$ cat src/rtl/sa_wr_dma_arbiter.sv
// sa_wr_dma_arbiter: shares one dma_write engine between NUM_REQ producers.
// Jobs (base address, byte length) are granted round-robin, length-checked,
// started on the engine, and the granted requester's stream is routed
// through until the engine reports done.
// Optional feature macro: SA_WR_ARB_STATS_EN adds per-requester job counters
// (o_job_cnt) and a saturating error-job counter (o_err_cnt).
module sa_wr_dma_arbiter #(
    parameter int unsigned NUM_REQ        = 4,
    parameter int unsigned DATA_W         = 32,
    parameter int unsigned OUT_BITS_TRANS = 13
) (
    input  logic                      ACLK,
    input  logic                      ARESETN,
    input  logic [NUM_REQ-1:0]        i_req_valid,
    input  logic [NUM_REQ*32-1:0]     i_req_addr,
    input  logic [NUM_REQ*32-1:0]     i_req_len,
    output logic [NUM_REQ-1:0]        o_req_ready,
    input  logic [NUM_REQ*DATA_W-1:0] i_req_data,
    input  logic [NUM_REQ-1:0]        i_req_dvalid,
    output logic [NUM_REQ-1:0]        o_req_dready,
    output logic [NUM_REQ-1:0]        o_req_done,
    output logic [NUM_REQ-1:0]        o_req_error,
    output logic                      o_dma_start,
    output logic [31:0]               o_dma_base_addr,
    output logic [31:0]               o_dma_byte_len,
    input  logic                      i_dma_busy,
    input  logic                      i_dma_done,
    input  logic                      i_dma_error,
    output logic [DATA_W-1:0]         o_dma_data,
    output logic                      o_dma_valid,
    input  logic                      i_dma_ready,
    output logic                      o_busy
`ifdef SA_WR_ARB_STATS_EN
    ,
    output logic [NUM_REQ*16-1:0]     o_job_cnt,
    output logic [15:0]               o_err_cnt
`endif
);

    localparam int unsigned IdxW  = (NUM_REQ > 1) ? $clog2(NUM_REQ) : 1;
    localparam int unsigned CandW = IdxW + 1;
    // Largest legal job in 32-bit words.
    localparam logic [29:0] MaxWords = 30'((64'd1 << OUT_BITS_TRANS) - 64'd1);

    typedef enum logic [2:0] {
        StIdle,
        StCheck,
        StStart,
        StRun,
        StDone
    } state_e;

    state_e            state_q, state_d;
    logic [IdxW-1:0]   rr_q, rr_d;
    logic [IdxW-1:0]   grant_q, grant_d;
    logic [31:0]       addr_q, addr_d;
    logic [31:0]       len_q, len_d;
    logic              err_q, err_d;

    logic              pick_found;
    logic [IdxW-1:0]   pick_idx;
    logic [CandW-1:0]  cand;
    logic              len_ok;
    logic              route;

    // Engine busy is status only; the FSM tracks the job from start to done.
    logic              unused_dma_busy;
    assign unused_dma_busy = i_dma_busy;

    // Round-robin pick: first valid requester at or after rr_q, wrapping.
    always_comb begin
        pick_found = 1'b0;
        pick_idx   = '0;
        cand       = '0;
        for (int unsigned k = 0; k < NUM_REQ; k++) begin
            cand = {1'b0, rr_q} + CandW'(k);
            if (cand >= CandW'(NUM_REQ)) begin
                cand = cand - CandW'(NUM_REQ);
            end
            if (!pick_found && i_req_valid[IdxW'(cand)]) begin
                pick_found = 1'b1;
                pick_idx   = IdxW'(cand);
            end
        end
    end

    assign len_ok = (len_q[1:0] == 2'b00) && (len_q[31:2] <= MaxWords);

    // Next-state and latched job fields.
    always_comb begin
        state_d = state_q;
        rr_d    = rr_q;
        grant_d = grant_q;
        addr_d  = addr_q;
        len_d   = len_q;
        err_d   = err_q;
        unique case (state_q)
            StIdle: begin
                if (pick_found) begin
                    grant_d = pick_idx;
                    addr_d  = i_req_addr[int'(pick_idx)*32 +: 32];
                    len_d   = i_req_len[int'(pick_idx)*32 +: 32];
                    state_d = StCheck;
                end
            end
            StCheck: begin
                if (!len_ok) begin
                    err_d   = 1'b1;
                    state_d = StDone;
                end else begin
                    state_d = StStart;
                end
            end
            StStart: begin
                state_d = StRun;
            end
            StRun: begin
                if (i_dma_error) begin
                    err_d = 1'b1;
                end
                if (i_dma_done) begin
                    state_d = StDone;
                end
            end
            StDone: begin
                err_d   = 1'b0;
                rr_d    = (grant_q == IdxW'(NUM_REQ - 1)) ? '0 : grant_q + 1'b1;
                state_d = StIdle;
            end
            default: begin
                state_d = StIdle;
            end
        endcase
    end

    // State and job registers.
    always_ff @(posedge ACLK or negedge ARESETN) begin
        if (!ARESETN) begin
            state_q <= StIdle;
            rr_q    <= '0;
            grant_q <= '0;
            addr_q  <= '0;
            len_q   <= '0;
            err_q   <= 1'b0;
        end else begin
            state_q <= state_d;
            rr_q    <= rr_d;
            grant_q <= grant_d;
            addr_q  <= addr_d;
            len_q   <= len_d;
            err_q   <= err_d;
        end
    end

    assign route = (state_q == StStart) || (state_q == StRun);

    // Grant pulse, stream routing and completion outputs.
    always_comb begin
        o_req_ready  = '0;
        o_req_dready = '0;
        o_req_done   = '0;
        o_req_error  = '0;
        o_dma_data   = '0;
        o_dma_valid  = 1'b0;
        // Gated by reset so no grant escapes while reset is held.
        if ((state_q == StIdle) && pick_found && ARESETN) begin
            o_req_ready[pick_idx] = 1'b1;
        end
        if (route) begin
            o_dma_data            = i_req_data[int'(grant_q)*DATA_W +: DATA_W];
            o_dma_valid           = i_req_dvalid[grant_q];
            o_req_dready[grant_q] = i_dma_ready;
        end
        if (state_q == StDone) begin
            o_req_done[grant_q]  = 1'b1;
            o_req_error[grant_q] = err_q;
        end
    end

    assign o_dma_start     = (state_q == StStart);
    assign o_dma_base_addr = addr_q;
    assign o_dma_byte_len  = len_q;
    assign o_busy          = (state_q != StIdle);

`ifdef SA_WR_ARB_STATS_EN
    logic [NUM_REQ*16-1:0] job_cnt_q;
    logic [15:0]           err_cnt_q;

    // Completed-job counters: per requester wrapping, error total saturating.
    always_ff @(posedge ACLK or negedge ARESETN) begin
        if (!ARESETN) begin
            job_cnt_q <= '0;
            err_cnt_q <= '0;
        end else if (state_q == StDone) begin
            job_cnt_q[int'(grant_q)*16 +: 16] <= job_cnt_q[int'(grant_q)*16 +: 16] + 16'd1;
            if (err_q && (err_cnt_q != 16'hFFFF)) begin
                err_cnt_q <= err_cnt_q + 16'd1;
            end
        end
    end

    assign o_job_cnt = job_cnt_q;
    assign o_err_cnt = err_cnt_q;
`endif

endmodule

$ cat config.mk
export PLATFORM = sky130hd
export DESIGN_NAME = sa_wr_dma_arbiter
export DESIGN_NICKNAME = d
export VERILOG_FILES = /design/src/rtl/sa_wr_dma_arbiter.sv
export SDC_FILE = /design/constraint.sdc
export NUM_CORES = 1
export LEC_CHECK = 0
export BUFFER_PORTS_ARGS = -buffer_cell sky130_fd_sc_hd__buf_4
export CORE_AREA = 2 2 200 202
export DETAILED_ROUTE_END_ITERATION = 6
export DIE_AREA = 0 0 202 204
export HOLD_SLACK_MARGIN = 0.03
export PLACE_DENSITY = 0.36
export SYNTH_ARGS = -nofsm -noshare
export SYNTH_HDL_FRONTEND = slang
export SYNTH_SLANG_ARGS = --single-unit
export TNS_END_PERCENT = 20
$ cat constraint.sdc
create_clock -name ACLK -period 3.46 [get_ports ACLK]
set_input_delay 1.038 -clock ACLK [delete_from_list [all_inputs] [get_ports ACLK]]
set_output_delay 1.038 -clock ACLK [all_outputs]
set_load 0.01 [all_outputs]
# Word-level counts from Yosys, hierarchy flattened

Index checks and enable logic that the tools add are counted.

Multiplexer cells: 40
Shift-type cells: 3
Magnitude comparators: 13
Bitwise gates (word level): 2
Reductions and logical operators: 19
$add $sub $neg: 8
Equality and inequality tests: 9

Operators by type and width:

| cell                 | number |
|---|---|
| $shiftx 128x8->32    | 3 |
| $mux 32              | 1 |
| $le 30x13->1 const B | 1 |
| $lt 2x3->1 const B   | 6 |
| $mux 2               | 9 |
| $mux 4               | 4 |
| $mux 1               | 14 |
| $pmux 3 s4           | 1 |
| $bmux 1 s2           | 5 |
| $ge 3x3->1 const B   | 3 |
| $mux 3               | 3 |
| $and 4x4->4          | 2 |
| $logic_and 1x1->1    | 8 |
| $ne 2x2->1 const B   | 4 |
| $sub 2x1->2 const B  | 4 |
| $add 2x2->3 const B  | 2 |
| $eq 3x2->1 const B   | 2 |
| $reduce_bool 3->1    | 2 |
| $demux 1 s2          | 2 |
| $ge 2x1->1 const B   | 2 |
| $reduce_and 2->1     | 2 |
| $add 2x1->3 const B  | 1 |
| $eq 3x1->1 const B   | 1 |
| $eq 3x3->1 const B   | 1 |
| other kinds (9)      | 11 |

Bits of input ports: 398
Word-level logic and storage cells: 100
Register bits: 72

# Depth between registers and ports, before layout

Word-level depth: 19
Mapped depth: 8
Depth with buffers taken out: 5

# Worst setup path after synthesis

No wires, ideal clock.

Path type: in2out
Start point: input port i_req_valid[2]
End point: output port o_req_ready[0]
Setup slack: 0.327 ns
Cell stages on the path: 5
Arrival: 2.095 ns
Cells stage by stage: nor2_1 -> a31oi_1 -> o2bb2ai_2 -> clkbuf_1 -> nor2b_1

Cells in the longest elaborated chain, start to end: 17
Elaborated cells on any way between the ends: 30
Classes of those cells: 2 x order compare; 19 x mux; 9 x reduce/logical

Ends and longest elaborated chain:

| what                                                           | line | source |
|---|---|---|
| start: declaration                                             | 14   | `input logic [NUM_REQ-1:0] i_req_valid,` |
| $bmux 1 s2                                                     | 80   | `if (!pick_found && i_req_valid[IdxW'(cand)]) begin` |
| $mux 1 (implied by the code)                                   | 80   |  |
| $mux 1                                                         | 80   |  |
| $logic_not 1->1                                                | 80   |  |
| $logic_and 1x1->1                                              | 80   |  |
| $mux 1                                                         | 80   |  |
| $logic_not 1->1                                                | 80   |  |
| $logic_and 1x1->1                                              | 80   |  |
| $mux 1                                                         | 80   |  |
| $logic_not 1->1                                                | 80   |  |
| $logic_and 1x1->1                                              | 80   |  |
| $mux 2                                                         | 80   |  |
| $lt 2x3->1 (implied by the code) or $ge 2x1->1 (tied branches) | 167  | `o_req_ready[pick_idx] = 1'b1;` |
| $logic_and 1x1->1 (implied by the code)                        | 167  |  |
| $mux 1 (implied by the code)                                   | 167  |  |
| $demux 1 s2                                                    | 167  |  |
| $mux 4 (*)                                                     | 166  | `if ((state_q == StIdle) && pick_found && ARESETN) begin` |
| end: declaration                                               | 17   | `output logic [NUM_REQ-1:0] o_req_ready,` |

Every way passes the cells marked *; elsewhere a longest branch is shown, timed or not. The select of a mux whose other input is x is not followed.

# Worst setup path after layout

Start point: register grant_q[0]
End point: output port o_dma_data[1]

Cells in the longest elaborated chain, start to end: 2

Ends and longest elaborated chain:

| what                     | line | source |
|---|---|---|
| start: declaration       | 55   | `logic [IdxW-1:0] grant_q, grant_d;` |
| start signal: assignment | 148  | `grant_q <= grant_d;` |
| $shiftx 128x8->32        | 170  | `o_dma_data = i_req_data[int'(grant_q)*DATA_W +: DATA_W];` |
| $mux 32                  | 169  | `if (route) begin` |
| end: declaration         | 29   | `output logic [DATA_W-1:0] o_dma_data,` |

Every way passes these cells.

==> impl_results.html <==
<table>
<tr><th>Metric</th><th>Value</th></tr>
<tr><th colspan="2">Pwr</th></tr>
<tr><td>Total power draw</td><td>7.491 mW</td></tr>
<tr><td>Highest ir drop seen on vdd</td><td>0.0002634 V</td></tr>
<tr><td>Power Density</td><td>around 710 nW/um^2</td></tr>
<tr><td>Static Leak</td><td>4.864 nW</td></tr>
<tr><th colspan="2">Synthesis</th></tr>
<tr><td>Cell taking the most area after synthesis</td><td>sky130_fd_sc_hd__dfrtp_1</td></tr>
<tr><td>Cell area after synthesis</td><td>5841 sq um</td></tr>
<tr><td>Share of synthesized flip-flops with an asynchronous set or reset</td><td>100.0%</td></tr>
<tr><td>Number of distinct library cells after synthesis</td><td>39</td></tr>
<tr><td>Area share of the leading cell type in the synthesized netlist</td><td>30.85%</td></tr>
<tr><td>Mean cell area of the mapped netlist</td><td>9.390 sq um</td></tr>
<tr><td>Instance count of the mapped netlist</td><td>622</td></tr>
<tr><td>Synth Warn #</td><td>0</td></tr>
<tr><td>Cell types with the largest area share after synthesis</td><td>sky130_fd_sc_hd__dfrtp_1 (31%), sky130_fd_sc_hd__mux4_2 (13%), sky130_fd_sc_hd__a221o_1 (11%)</td></tr>
<tr><td>Part of the Yosys area used for sequential elements</td><td>30.85%</td></tr>
<tr><td>Main synth FF type</td><td>sky130_fd_sc_hd__dfrtp_1</td></tr>
<tr><td>Syn Nets</td><td>1024</td></tr>
<tr><td>Number of flops mapped to enable cells by yosys</td><td>0</td></tr>
<tr><td>FF+latch count, synth</td><td>72</td></tr>
<tr><th colspan="2">Setup path</th></tr>
<tr><td>Crit path launch type</td><td>flop</td></tr>
<tr><td>Delay of the slowest cell on the worst path</td><td>620 ps</td></tr>
<tr><td>Reg2reg setup slack</td><td>1070 ps</td></tr>
<tr><td>Critical Setup Path Class</td><td>flop to output pin</td></tr>
<tr><td>Reg2Reg Launch Point</td><td>rr_q[1]</td></tr>
<tr><td>Cell mode on critical path</td><td>sky130_fd_sc_hd__buf_4</td></tr>
<tr><td>Logic depth of the worst register-to-register path</td><td>5</td></tr>
<tr><td>CP endpoint kind</td><td>output pin</td></tr>
<tr><td>Critical path fanouts, max</td><td>22</td></tr>
<tr><td>Capturing point of the worst reg2reg path</td><td>o_dma_base_addr[23]</td></tr>
<tr><td>Cell with the biggest individual delay on the critical path</td><td>sky130_fd_sc_hd__mux4_2</td></tr>
<tr><td>Sequence of cells on the critical path</td><td>buf_4, mux4_2, and2_1, buf_4</td></tr>
<tr><td>Worst EP arrival</td><td>slightly above 2000 ps</td></tr>
<tr><td>Endpoint required time on the critical path</td><td>2420 ps</td></tr>
<tr><th colspan="2">Floorplan</th></tr>
<tr><td>Die boundary width</td><td>approximately 200 microns</td></tr>
<tr><td>Std-Cell Rows</td><td>73</td></tr>
<tr><td>Die footprint</td><td>around 41000 sq um</td></tr>
<tr><td>Area of the core</td><td>39180 sq um</td></tr>
<tr><td>Die Ht</td><td>204 microns</td></tr>
<tr><td>Starting density of the core</td><td>14.91%</td></tr>
<tr><td>Ports</td><td>513</td></tr>
<tr><th colspan="2">Global route</th></tr>
<tr><td>Antenna violations before repair</td><td>3</td></tr>
<tr><td>Via count of the first global-routing pass</td><td>roughly 8100</td></tr>
<tr><td>Global-route wire length before repair</td><td>55490 microns</td></tr>
<tr><td>Maximum number of pins on one net before global-route repair</td><td>65</td></tr>
<tr><td>Final global-route overflow total</td><td>0</td></tr>
<tr><td>Total track usage</td><td>18.49%</td></tr>
<tr><th colspan="2">CTS</th></tr>
<tr><td>Hold_buf cts</td><td>0</td></tr>
<tr><td>Max H-tree Level</td><td>3</td></tr>
<tr><td>Number of buffers added for setup after CTS</td><td>0</td></tr>
<tr><td>Count of cells resized by post-cts repair</td><td>0</td></tr>
<tr><td>Buffers from clock root to sink, at most</td><td>2</td></tr>
<tr><td>Clock sink count</td><td>72</td></tr>
<tr><td>Root buf cell</td><td>sky130_fd_sc_hd__clkbuf_16</td></tr>
<tr><td>CTS tree</td><td>done</td></tr>
<tr><td>Clock-pin slew of the registers on the worst-case setup and hold paths</td><td>approximately 70 ps</td></tr>
<tr><td>Clock Latency Late Sink</td><td>360 ps</td></tr>
<tr><td>Inserted Clock Buffers</td><td>9</td></tr>
<tr><th colspan="2">Timing</th></tr>
<tr><td>Tightest slew margin relative to the limit</td><td>47.18%</td></tr>
<tr><td>Tightest hold margin</td><td>508.4 ps</td></tr>
<tr><td>Fin. max-slew vios</td><td>0</td></tr>
<tr><td>Peak clock frequency supported by timing</td><td>321.5 MHz</td></tr>
<tr><td>Count of final hold-check violations</td><td>0</td></tr>
<tr><td>Clock tree skew after final layout</td><td>10.22 ps</td></tr>
<tr><td>Transition time at the pin with the least slew margin</td><td>792.3 ps</td></tr>
<tr><td>Share of the cycle needed by the critical path after routing</td><td>~90%</td></tr>
<tr><td>Fin Setup TNS</td><td>0 ps</td></tr>
<tr><td>Unrepaired setup endpoints after global routing</td><td>no</td></tr>
<tr><td>Setup violators final</td><td>0</td></tr>
<tr><td>Minimum setup slack in the final design</td><td>349.9 ps</td></tr>
<tr><td>Clock period minus final worst setup slack</td><td>3110 ps</td></tr>
<tr><th colspan="2">Route</th></tr>
<tr><td>Routed length per instance</td><td>roughly 24 microns</td></tr>
<tr><td>Avg Vias per Cell</td><td>4.618</td></tr>
<tr><td>Routed Wire Length</td><td>between 30000 and 40000 microns</td></tr>
<tr><td>DRC</td><td>0</td></tr>
<tr><td>Post-route ant nets</td><td>0</td></tr>
<tr><td>Number of detailed-route iterations in the first pass</td><td>5</td></tr>
<tr><td>Total vias in the final route</td><td>about 7500</td></tr>
<tr><td>DRC marker count from the first detailed-route iteration</td><td>291</td></tr>
<tr><th colspan="2">Run</th></tr>
<tr><td>MaxCap Viol Count</td><td>0</td></tr>
<tr><th colspan="2">Finish</th></tr>
<tr><td>Net count of the finished layout</td><td>1502</td></tr>
<tr><td>Diode count</td><td>0</td></tr>
<tr><td>Layout area overhead</td><td>81.85%</td></tr>
<tr><td>Ratio of cells with drive above 1 in the final layout</td><td>54.84%</td></tr>
<tr><td>Final-layout fill cell count</td><td>between 4000 and 5000</td></tr>
<tr><td>Final core occ</td><td>27.11%</td></tr>
<tr><th colspan="2">Placed design</th></tr>
<tr><td>Final Wtd Congestion</td><td>0.8372</td></tr>
<tr><td>Pre-CTS WS</td><td>roughly 360 ps</td></tr>
<tr><td>Placed wire-length estimate</td><td>30380 microns</td></tr>
<tr><td>Count of buffers from port buffering</td><td>511</td></tr>
<tr><th colspan="2">Outcome</th></tr>
<tr><td>Result of the run</td><td>complete, no violations</td></tr>
<tr><th colspan="2">Worst hold path</th></tr>
<tr><td>Tightest Hold Check Type</td><td>input port to async pin</td></tr>
</table>
-- worst max-delay path, delay by kind of cell, from the launching register on --
| family | cells | cell delay [ps] |
|---|---|---|
| flip-flops | 1 | 360 |
| multiplexers | 1 | 620 |
| buffers and inverters | 2 | 530 |
| AND/OR/NAND/NOR | 1 | 190 |
-- power breakdown --
group | leakage, nW | internal [mW] | total, mW | switching, mW
Sequential | 0.824 | 1.29 | 1.66 | 0.371
Clock | 0.138 | 0.560 | 0.997 | 0.438
Combinational | 3.90 | 2.34 | 4.83 | 2.50
Total | 4.86 | 4.19 | 7.49 | 3.30
-- sequential cells by signal, indices dropped and copies added, names as in the netlist --
name / count
grant_q: 2
rr_q: 2
o_dma_byte_len: 32
err_q: 1
state_q: 3
o_dma_base_addr: 32
-- synthesized netlist by cell type (all sizes together) (6+ instances only) --
| cell | n |
|---|---|
| a221o | 64 |
| nand3 | 65 |
| nand2 | 10 |
| o21ai | 67 |
| and3 | 11 |
| nor2 | 8 |
| buf | 28 |
| o22a | 65 |
| nor4 | 6 |
| and2 | 37 |
| a21oi | 70 |
| nand2b | 6 |
| clkbuf | 48 |
| dfrtp | 72 |
| mux4 | 33 |
-- per-stage QoR --
stage	cells	cell area (sq um)
after floorplan	622	5841
after global placement	1614	10320
after detailed placement	1614	10320
after CTS	1630	10620
after global routing	1630	10620
final	1630	10620
-- metal layers --
layer	vias up	GRT usage, %	wire length, microns
li1	3439	-	-
met1	3653	18.72	13570
met2	388	35.46	21220
met3	45	6.170	3608
met4	2	5.935	994
met5	-	0	13
-- placed cells by master, fill, tap and decap left out, types with 2 or more instances in the layout --
cell type,n
sky130_fd_sc_hd__buf_4,538
sky130_fd_sc_hd__dfrtp_1,71
sky130_fd_sc_hd__a21oi_1,69
sky130_fd_sc_hd__o21ai_0,67
sky130_fd_sc_hd__nand3_1,65
sky130_fd_sc_hd__o22a_1,65
sky130_fd_sc_hd__a221o_1,64
sky130_fd_sc_hd__and2_1,37
sky130_fd_sc_hd__mux4_2,33
sky130_fd_sc_hd__and3_1,11
sky130_fd_sc_hd__nand2_1,10
sky130_fd_sc_hd__clkbuf_16,9
sky130_fd_sc_hd__nor2_1,8
sky130_fd_sc_hd__nand2b_1,5
sky130_fd_sc_hd__nor4_1,5
sky130_fd_sc_hd__buf_12,5
sky130_fd_sc_hd__nor2b_1,4
sky130_fd_sc_hd__inv_1,4
sky130_fd_sc_hd__ha_1,4
sky130_fd_sc_hd__clkinvlp_4,3
sky130_fd_sc_hd__o221a_2,2
sky130_fd_sc_hd__clkinv_2,2
-- worst max-delay path by stage --
stage,start,endpoint,slack [ps]
4_1_cts,grant_q[0],o_dma_data[1],270
5_1_grt,grant_q[0],o_dma_data[1],250
6_report,grant_q[0],o_dma_data[1],350
3_5_place_dp,i_req_valid[0],o_req_ready[2],360
3_3_place_gp,i_req_data[115],o_dma_data[19],360
2_1_floorplan,i_req_valid[2],o_req_ready[0],330
-- logic make-up after synthesis --
logic type | Yosys count | synth area share (%)
flops | 72 | 30.85
mux | 34 | 12.92
compound gates | 277 | 34.13
simple gates | 154 | 14.82
fa+ha+maj | 4 | 0.8569
buf+inv | 81 | 6.427
-- final cells by class --
cell class              count  area (sq um)  area share, %
inverters                   5         18.77         0.1767
well taps                 525         656.9          6.184
repair buffers            543          4139          38.97
flip-flops and latches     72          1803          16.97
clock inverters             7         71.32         0.6715
clock buffers               9         225.2          2.120
multi-input cells         469          3707          34.90
(Power assumes the default switching activity.)
